[src/rtl/ps2_pkg.sv]
// Shared types and constants for the PS/2 keyboard receiver.
package ps2_pkg;

  typedef struct packed {
    logic       ext;
    logic       brk;
    logic [7:0] code;
  } ps2_event_t;

  localparam logic [7:0] PS2_PFX_EXT = 8'hE0;
  localparam logic [7:0] PS2_PFX_BRK = 8'hF0;

  typedef enum logic [1:0] {
    IDLE,
    DATA,
    PARITY,
    STOP
  } ps2_rx_state_t;

endpackage

[src/rtl/ps2_line_filter.sv]
// Two-flop synchroniser plus run-length filter for one raw PS/2 line.
// The output powers up and resets to 1, which is the idle level of the bus.
module ps2_line_filter #(
  parameter int unsigned FILTER_LEN = 16
) (
  input  logic clk,
  input  logic rst_n,
  input  logic raw,
  output logic filt
);

  logic       sync1_q;
  logic       sync2_q;
  logic       level_q;
  logic [7:0] cnt_q;

  always_ff @(posedge clk) begin
    if (!rst_n) begin
      sync1_q <= 1'b1;
      sync2_q <= 1'b1;
      level_q <= 1'b1;
      cnt_q   <= '0;
    end else begin
      sync1_q <= raw;
      sync2_q <= sync1_q;
      if (sync2_q == level_q) begin
        cnt_q <= '0;
      end else if (cnt_q == 8'(FILTER_LEN - 1)) begin
        // FILTER_LEN-th consecutive disagreeing sample: accept the new level
        level_q <= sync2_q;
        cnt_q   <= '0;
      end else begin
        cnt_q <= cnt_q + 8'd1;
      end
    end
  end

  assign filt = level_q;

endmodule

[src/rtl/ps2_kbd_rx.sv]
// PS/2 keyboard receiver: filtered line sampling, 11-bit frame deserialiser with
// watchdog, E0/F0 prefix folding and a first-word-fall-through event FIFO.
module ps2_kbd_rx
  import ps2_pkg::*;
#(
  parameter int unsigned FILTER_LEN  = 16,
  parameter int unsigned FIFO_DEPTH  = 8,
  parameter int unsigned TIMEOUT_CYC = 50000
) (
  input  logic                          CLOCK_50,
  input  logic                          reset_n,
  input  logic                          PS2_CLK,
  input  logic                          PS2_DAT,
  output logic                          ev_valid,
  input  logic                          ev_ready,
  output logic [7:0]                    ev_code,
  output logic                          ev_ext,
  output logic                          ev_brk,
  output logic [$clog2(FIFO_DEPTH):0]   fifo_count,
  output logic                          err_parity,
  output logic                          err_frame,
  output logic                          overflow
);

  localparam int unsigned AW  = $clog2(FIFO_DEPTH);
  localparam int unsigned CW  = AW + 1;
  localparam int unsigned WDW = $clog2(TIMEOUT_CYC + 1);
  localparam logic [WDW-1:0] WD_LAST = WDW'(TIMEOUT_CYC - 1);
  localparam logic [CW-1:0]  FULL_CNT = CW'(FIFO_DEPTH);

  logic clk_f;
  logic dat_f;

  ps2_line_filter #(
    .FILTER_LEN (FILTER_LEN)
  ) u_clk_filter (
    .clk   (CLOCK_50),
    .rst_n (reset_n),
    .raw   (PS2_CLK),
    .filt  (clk_f)
  );

  ps2_line_filter #(
    .FILTER_LEN (FILTER_LEN)
  ) u_dat_filter (
    .clk   (CLOCK_50),
    .rst_n (reset_n),
    .raw   (PS2_DAT),
    .filt  (dat_f)
  );

  // Frame deserialiser
  ps2_rx_state_t  state_q, state_d;
  logic [2:0]     bitcnt_q, bitcnt_d;
  logic [7:0]     shreg_q, shreg_d;
  logic           ok_q, ok_d;
  logic [WDW-1:0] wd_q, wd_d;
  logic           clk_prev_q;
  logic           fall;
  logic           byte_done_q, byte_done_d;
  logic           perr_q, perr_d;
  logic           ferr_q, ferr_d;

  assign fall = clk_prev_q & ~clk_f;

  always_comb begin
    state_d     = state_q;
    bitcnt_d    = bitcnt_q;
    shreg_d     = shreg_q;
    ok_d        = ok_q;
    byte_done_d = 1'b0;
    perr_d      = 1'b0;
    ferr_d      = 1'b0;
    wd_d        = wd_q + 1'b1;
    if (state_q == IDLE || fall) begin
      wd_d = '0;
    end
    if (fall) begin
      unique case (state_q)
        IDLE: begin
          if (!dat_f) begin
            state_d  = DATA;
            bitcnt_d = 3'd0;
          end else begin
            ferr_d = 1'b1;
          end
        end
        DATA: begin
          shreg_d  = {dat_f, shreg_q[7:1]};
          bitcnt_d = bitcnt_q + 3'd1;
          if (bitcnt_q == 3'd7) begin
            state_d = PARITY;
          end
        end
        PARITY: begin
          ok_d    = (^shreg_q) ^ dat_f;
          state_d = STOP;
        end
        STOP: begin
          // A bad stop bit is reported as a framing error even if parity also failed
          if (!dat_f) begin
            ferr_d = 1'b1;
          end else if (ok_q) begin
            byte_done_d = 1'b1;
          end else begin
            perr_d = 1'b1;
          end
          state_d = IDLE;
        end
        default: state_d = IDLE;
      endcase
    end else if (state_q != IDLE && wd_q == WD_LAST) begin
      state_d = IDLE;
      ferr_d  = 1'b1;
      wd_d    = '0;
    end
  end

  always_ff @(posedge CLOCK_50) begin
    if (!reset_n) begin
      state_q     <= IDLE;
      bitcnt_q    <= '0;
      shreg_q     <= '0;
      ok_q        <= 1'b0;
      wd_q        <= '0;
      clk_prev_q  <= 1'b1;
      byte_done_q <= 1'b0;
      perr_q      <= 1'b0;
      ferr_q      <= 1'b0;
    end else begin
      state_q     <= state_d;
      bitcnt_q    <= bitcnt_d;
      shreg_q     <= shreg_d;
      ok_q        <= ok_d;
      wd_q        <= wd_d;
      clk_prev_q  <= clk_f;
      byte_done_q <= byte_done_d;
      perr_q      <= perr_d;
      ferr_q      <= ferr_d;
    end
  end

  assign err_parity = perr_q;
  assign err_frame  = ferr_q;

  // Prefix decoder; shreg_q still holds the completed byte one cycle after byte_done
  logic       ext_q, ext_d;
  logic       brk_q, brk_d;
  logic       push;
  ps2_event_t push_ev;

  always_comb begin
    ext_d   = ext_q;
    brk_d   = brk_q;
    push    = 1'b0;
    push_ev = '{ext: ext_q, brk: brk_q, code: shreg_q};
    if (perr_q || ferr_q) begin
      ext_d = 1'b0;
      brk_d = 1'b0;
    end else if (byte_done_q) begin
      if (shreg_q == PS2_PFX_EXT) begin
        ext_d = 1'b1;
      end else if (shreg_q == PS2_PFX_BRK) begin
        brk_d = 1'b1;
      end else begin
        push  = 1'b1;
        ext_d = 1'b0;
        brk_d = 1'b0;
      end
    end
  end

  // Event FIFO
  ps2_event_t        mem_q [FIFO_DEPTH];
  logic [AW-1:0]     wptr_q, rptr_q;
  logic [CW-1:0]     count_q, count_d;
  logic              ovf_q;
  logic              full;
  logic              pop;
  logic              do_push;

  assign full    = (count_q == FULL_CNT);
  assign pop     = (count_q != '0) && ev_ready;
  assign do_push = push && (!full || pop);

  always_comb begin
    count_d = count_q;
    unique case ({do_push, pop})
      2'b10:   count_d = count_q + 1'b1;
      2'b01:   count_d = count_q - 1'b1;
      default: count_d = count_q;
    endcase
  end

  always_ff @(posedge CLOCK_50) begin
    if (!reset_n) begin
      for (int i = 0; i < int'(FIFO_DEPTH); i++) begin
        mem_q[i] <= '0;
      end
      wptr_q  <= '0;
      rptr_q  <= '0;
      count_q <= '0;
      ovf_q   <= 1'b0;
      ext_q   <= 1'b0;
      brk_q   <= 1'b0;
    end else begin
      if (do_push) begin
        mem_q[wptr_q] <= push_ev;
        wptr_q        <= wptr_q + 1'b1;
      end
      if (pop) begin
        rptr_q <= rptr_q + 1'b1;
      end
      count_q <= count_d;
      ovf_q   <= push && full && !pop;
      ext_q   <= ext_d;
      brk_q   <= brk_d;
    end
  end

  assign ev_valid   = (count_q != '0);
  assign fifo_count = count_q;
  assign ev_code    = mem_q[rptr_q].code;
  assign ev_ext     = mem_q[rptr_q].ext;
  assign ev_brk     = mem_q[rptr_q].brk;
  assign overflow   = ovf_q;

endmodule

[config.mk]
export PLATFORM = sky130hd
export DESIGN_NAME = ps2_kbd_rx
export DESIGN_NICKNAME = d
export VERILOG_FILES = /design/src/rtl/ps2_pkg.sv /design/src/rtl/ps2_line_filter.sv /design/src/rtl/ps2_kbd_rx.sv
export SDC_FILE = /design/constraint.sdc
export NUM_CORES = 1
export LEC_CHECK = 0
export BUFFER_PORTS_ARGS = -buffer_cell sky130_fd_sc_hd__buf_4
export CORE_MARGIN = 10
export CORE_UTILIZATION = 45
export DETAILED_ROUTE_END_ITERATION = 6
export PLACE_DENSITY = 0.59
export SYNTH_ARGS = -nofsm -noshare
export SYNTH_HDL_FRONTEND = slang
export SYNTH_SLANG_ARGS = --single-unit
export TNS_END_PERCENT = 100
[constraint.sdc]
create_clock -name CLOCK_50 -period 2.5 [get_ports CLOCK_50]
set_input_delay 0.5 -clock CLOCK_50 [delete_from_list [all_inputs] [get_ports CLOCK_50]]
set_output_delay 0.5 -clock CLOCK_50 [all_outputs]
set_load 0.1 [all_outputs]
==> flow_summary.json <==
{
  "ys_async_sr_fraction": 0,
  "p_per_area_nw_per_um2": 854.8,
  "cts_tree": "done",
  "cp_slowest_cell": "mux4_2",
  "crit_type": "reg2out",
  "postSynthCellCount": 600,
  "grt_setup_unrepaired": "true",
  "intPower_mw": 4.980,
  "seqCellArea_sq_um": 3855,
  "worst_r2r_endpoint": "fifo_count[3]",
  "clock-sinks": 152,
  "worstPathRequired_ps": 2000,
  "num-fill-cells": 1314,
  "drive_gt1_frac": 0.2088,
  "p_comb_frac": 0.249,
  "finalHoldViolCount": 0,
  "yosysMostFrequentCell": "edfxtp_1",
  "synth.net_count": 624,
  "synthesis.area_sq_um": 6993,
  "hp-class": "in2reg",
  "switching_share": 0.3003,
  "yosysWarnings": 0,
  "start_util": 0.4600,
  "crit_path_max_fanout": 5,
  "avgSynthCellArea_sq_um": 11.65,
  "numCtsBuffers": 17,
  "seq_power_share": 0.398,
  "start_kind": "flop",
  "grt_pass1_wl_mm": 24.58,
  "pin_count": 23,
  "synth-seq-cells": 152,
  "via_per_inst": 5.429,
  "outcome": "finished, violations left",
  "die_x_um": 144.7,
  "synth_edf_count": 80,
  "row_count": 45,
  "p_leak_nw": 2.888,
  "hold_depth": 2,
  "place_area_sq_um": 7552,
  "place_congestion": 0.7718,
  "fin_nets": 672,
  "place_hpwl_mm": 10.32,
  "finalWorstSetupSlack_ps": -30.20,
  "antenna_left": 0,
  "grt_start_max_net_pins": 25,
  "clk_latency_ps": 420,
  "drc_errors": 0,
  "path_clk_slew_ps": 60,
  "ctsHoldBuffers": 0,
  "synth_top_cell_by_area": "edfxtp_1",
  "max_slew_margin": 0.5947,
  "r2r_slack_ps": 160,
  "vdd_drop_max_uv": 529.3,
  "synth_seq_area_share": 0.5497,
  "place_ws_ps": 147.5,
  "drv_slew": 0,
  "synth_top_area_share": 0.3435,
  "worstPathCellList": "clkbuf_16 -> mux4_2 -> mux2_4 -> buf_12",
  "drt_wl_total_mm": 15.22,
  "wl_per_cell_um": 17.92,
  "dieArea_sq_um": 20930,
  "clock_skew_ps": 15.45,
  "min_period_over_period": 1.012,
  "vias": 4609,
  "port_buffers": 22,
  "rr_worst_depth": 9,
  "stdcell_count": 849,
  "finalSetupViolCount": 8,
  "cts_buffer_depth": 2,
  "synthTopCellsByCount": "80 x edfxtp_1, 72 x dfxtp_1, 54 x and2_1, 44 x nor2_1, 38 x nand2_1",
  "multi_input_area_sq_um": 2980,
  "drv_cap": 0,
  "r2r-start": "shreg_q[4]",
  "synthTopCellsByArea": "edfxtp_1 34%, dfxtp_1 21%, mux4_2 6.4%",
  "crit_arrival_ps": 2030,
  "clockRootBuffer": "clkbuf_16",
  "fin_setup_tns_ps": -107.0,
  "antenna_found_initial": 0,
  "worst_setup_path_end_kind": "primary output",
  "endpoint": "ev_ext",
  "areaGrowthSynthToFinish_pct": 19.07,
  "synth_cell_types": 58,
  "finalCriticalPeriod_ps": 2530,
  "drt_iter0_drc": 281,
  "htreeDepth": 4,
  "n_antenna_cell": 0,
  "grt_pass1_vias": 4670,
  "clkPwrFrac": 0.353,
  "place.detailed.instances": 815,
  "drtPass1Iterations": 5,
  "core-area_sq_um": 15200,
  "p_switching_mw": 2.138,
  "synth-main-ff-cell": "edfxtp_1",
  "fin_area_sq_um": 8327,
  "track_usage": 0.1540,
  "violations": "setup timing",
  "grt_overflow": 0,
  "max_freq_mhz": 395.2,
  "cpPeakStageDelay_ps": 540,
  "power_mw": 7.118,
  "die_y_um": 144.7,
  "tightest_slew_ps": 607.2
}
power groups by stage:
stage	Sequential, mW	Combinational (mW)	Clock (mW)
3_3_place_gp	2.85	1.55	0
2_1_floorplan	2.95	1.12	0
4_1_cts	2.83	1.66	2.58
3_5_place_dp	2.86	1.56	0
6_report	2.83	1.77	2.52
5_1_grt	2.84	1.86	2.71
cells in the final DEF, fill, tap and decap left out, types with 3 or more instances in the layout:
cell         n
mux2_4       4
nor2_1      44
nand3_1     27
a21oi_1     19
clkinv_1     4
or3_1        6
clkinv_2     4
nand2b_1    14
nor3_1      30
and2_1      54
buf_4       45
and3_1       9
mux2i_1      5
xnor2_1     13
inv_1       15
clkbuf_8     3
mux2_2       6
nor4_1       5
clkbuf_16   18
ha_1        18
o2111ai_4    3
dfxtp_1     65
o31ai_1      3
clkinvlp_4   4
dfxtp_2      6
xor2_1      18
o21ai_1      6
nand2_1     38
buf_8        3
nand4_1      9
edfxtp_1    80
buf_12       7
o21ai_0      9
mux4_2      20
state kept, by name, indices dropped and copies added (netlist names), 2 cells and up, named ones only:
name / cells
bitcnt_q: 3
fifo_count: 4
mem_q: 80
rptr_q: 3
shreg_q: 8
state_q: 2
u_clk_filter.cnt_q: 8
u_dat_filter.cnt_q: 8
wd_q: 16
wptr_q: 3
what timing repair did:
action / in CTS / in global routing
gates resized for setup: 15 / 19
setup endpoints to repair: 10 / 11
gates cloned: 1 / 1
setup buffers: 0 / 0
cell families after synthesis:
kind of cell,Yosys count,synth area share
xor+xnor,31,0.03883
fa+ha+maj,19,0.03507
mux,36,0.08928
compound gates,61,0.06728
buf+inv,49,0.03041
flops,152,0.5497
simple gates,252,0.1895
routing by layer:
layer	part of all wire	wire length, um	vias up	track usage
li1	-	-	2279	-
met1	0.44	6656	2266	0.1861
met2	0.52	7960	62	0.2641
met3	0.035	535	2	0.03585
met4	0.0043	65	0	0.05266
met5	0	0	-	0
worst min path at each step:
stage | start | slack [ps] | to
floorplan | u_clk_filter.sync1_q | 390 | u_clk_filter.sync2_q
global placement | u_dat_filter.sync1_q | 390 | u_dat_filter.sync2_q
detailed placement | u_dat_filter.sync1_q | 400 | u_dat_filter.sync2_q
CTS | PS2_DAT | 250 | u_dat_filter.sync1_q
global route | PS2_CLK | 250 | u_clk_filter.sync1_q
finish | PS2_CLK | 270 | u_clk_filter.sync1_q
layout make-up:
type,count,share of cell area
Timing Repair Buffer,58,0.07047
Inverter,20,0.009166
Tap cell,188,0.02825
Multi-Input combinational cell,399,0.3579
Clock inverter,11,0.01473
Sequential cell,152,0.4630
Clock buffer,21,0.05650
worst max-delay path: cells and delay by family (launching register included):
family | cells | cell delay [ps]
DFF | 1 | 420
muxes | 2 | 840
buffers and inverters | 2 | 350
through the flow:
step                      hold slack [ps]    util
after floorplan                     386.3       -
after global placement              392.7  0.4968
after detailed placement            395.7  0.4968
after CTS                           254.1  0.5408
after global routing                254.6  0.5477
final                               271.6  0.5477
Power figures use the tool's default switching activity.
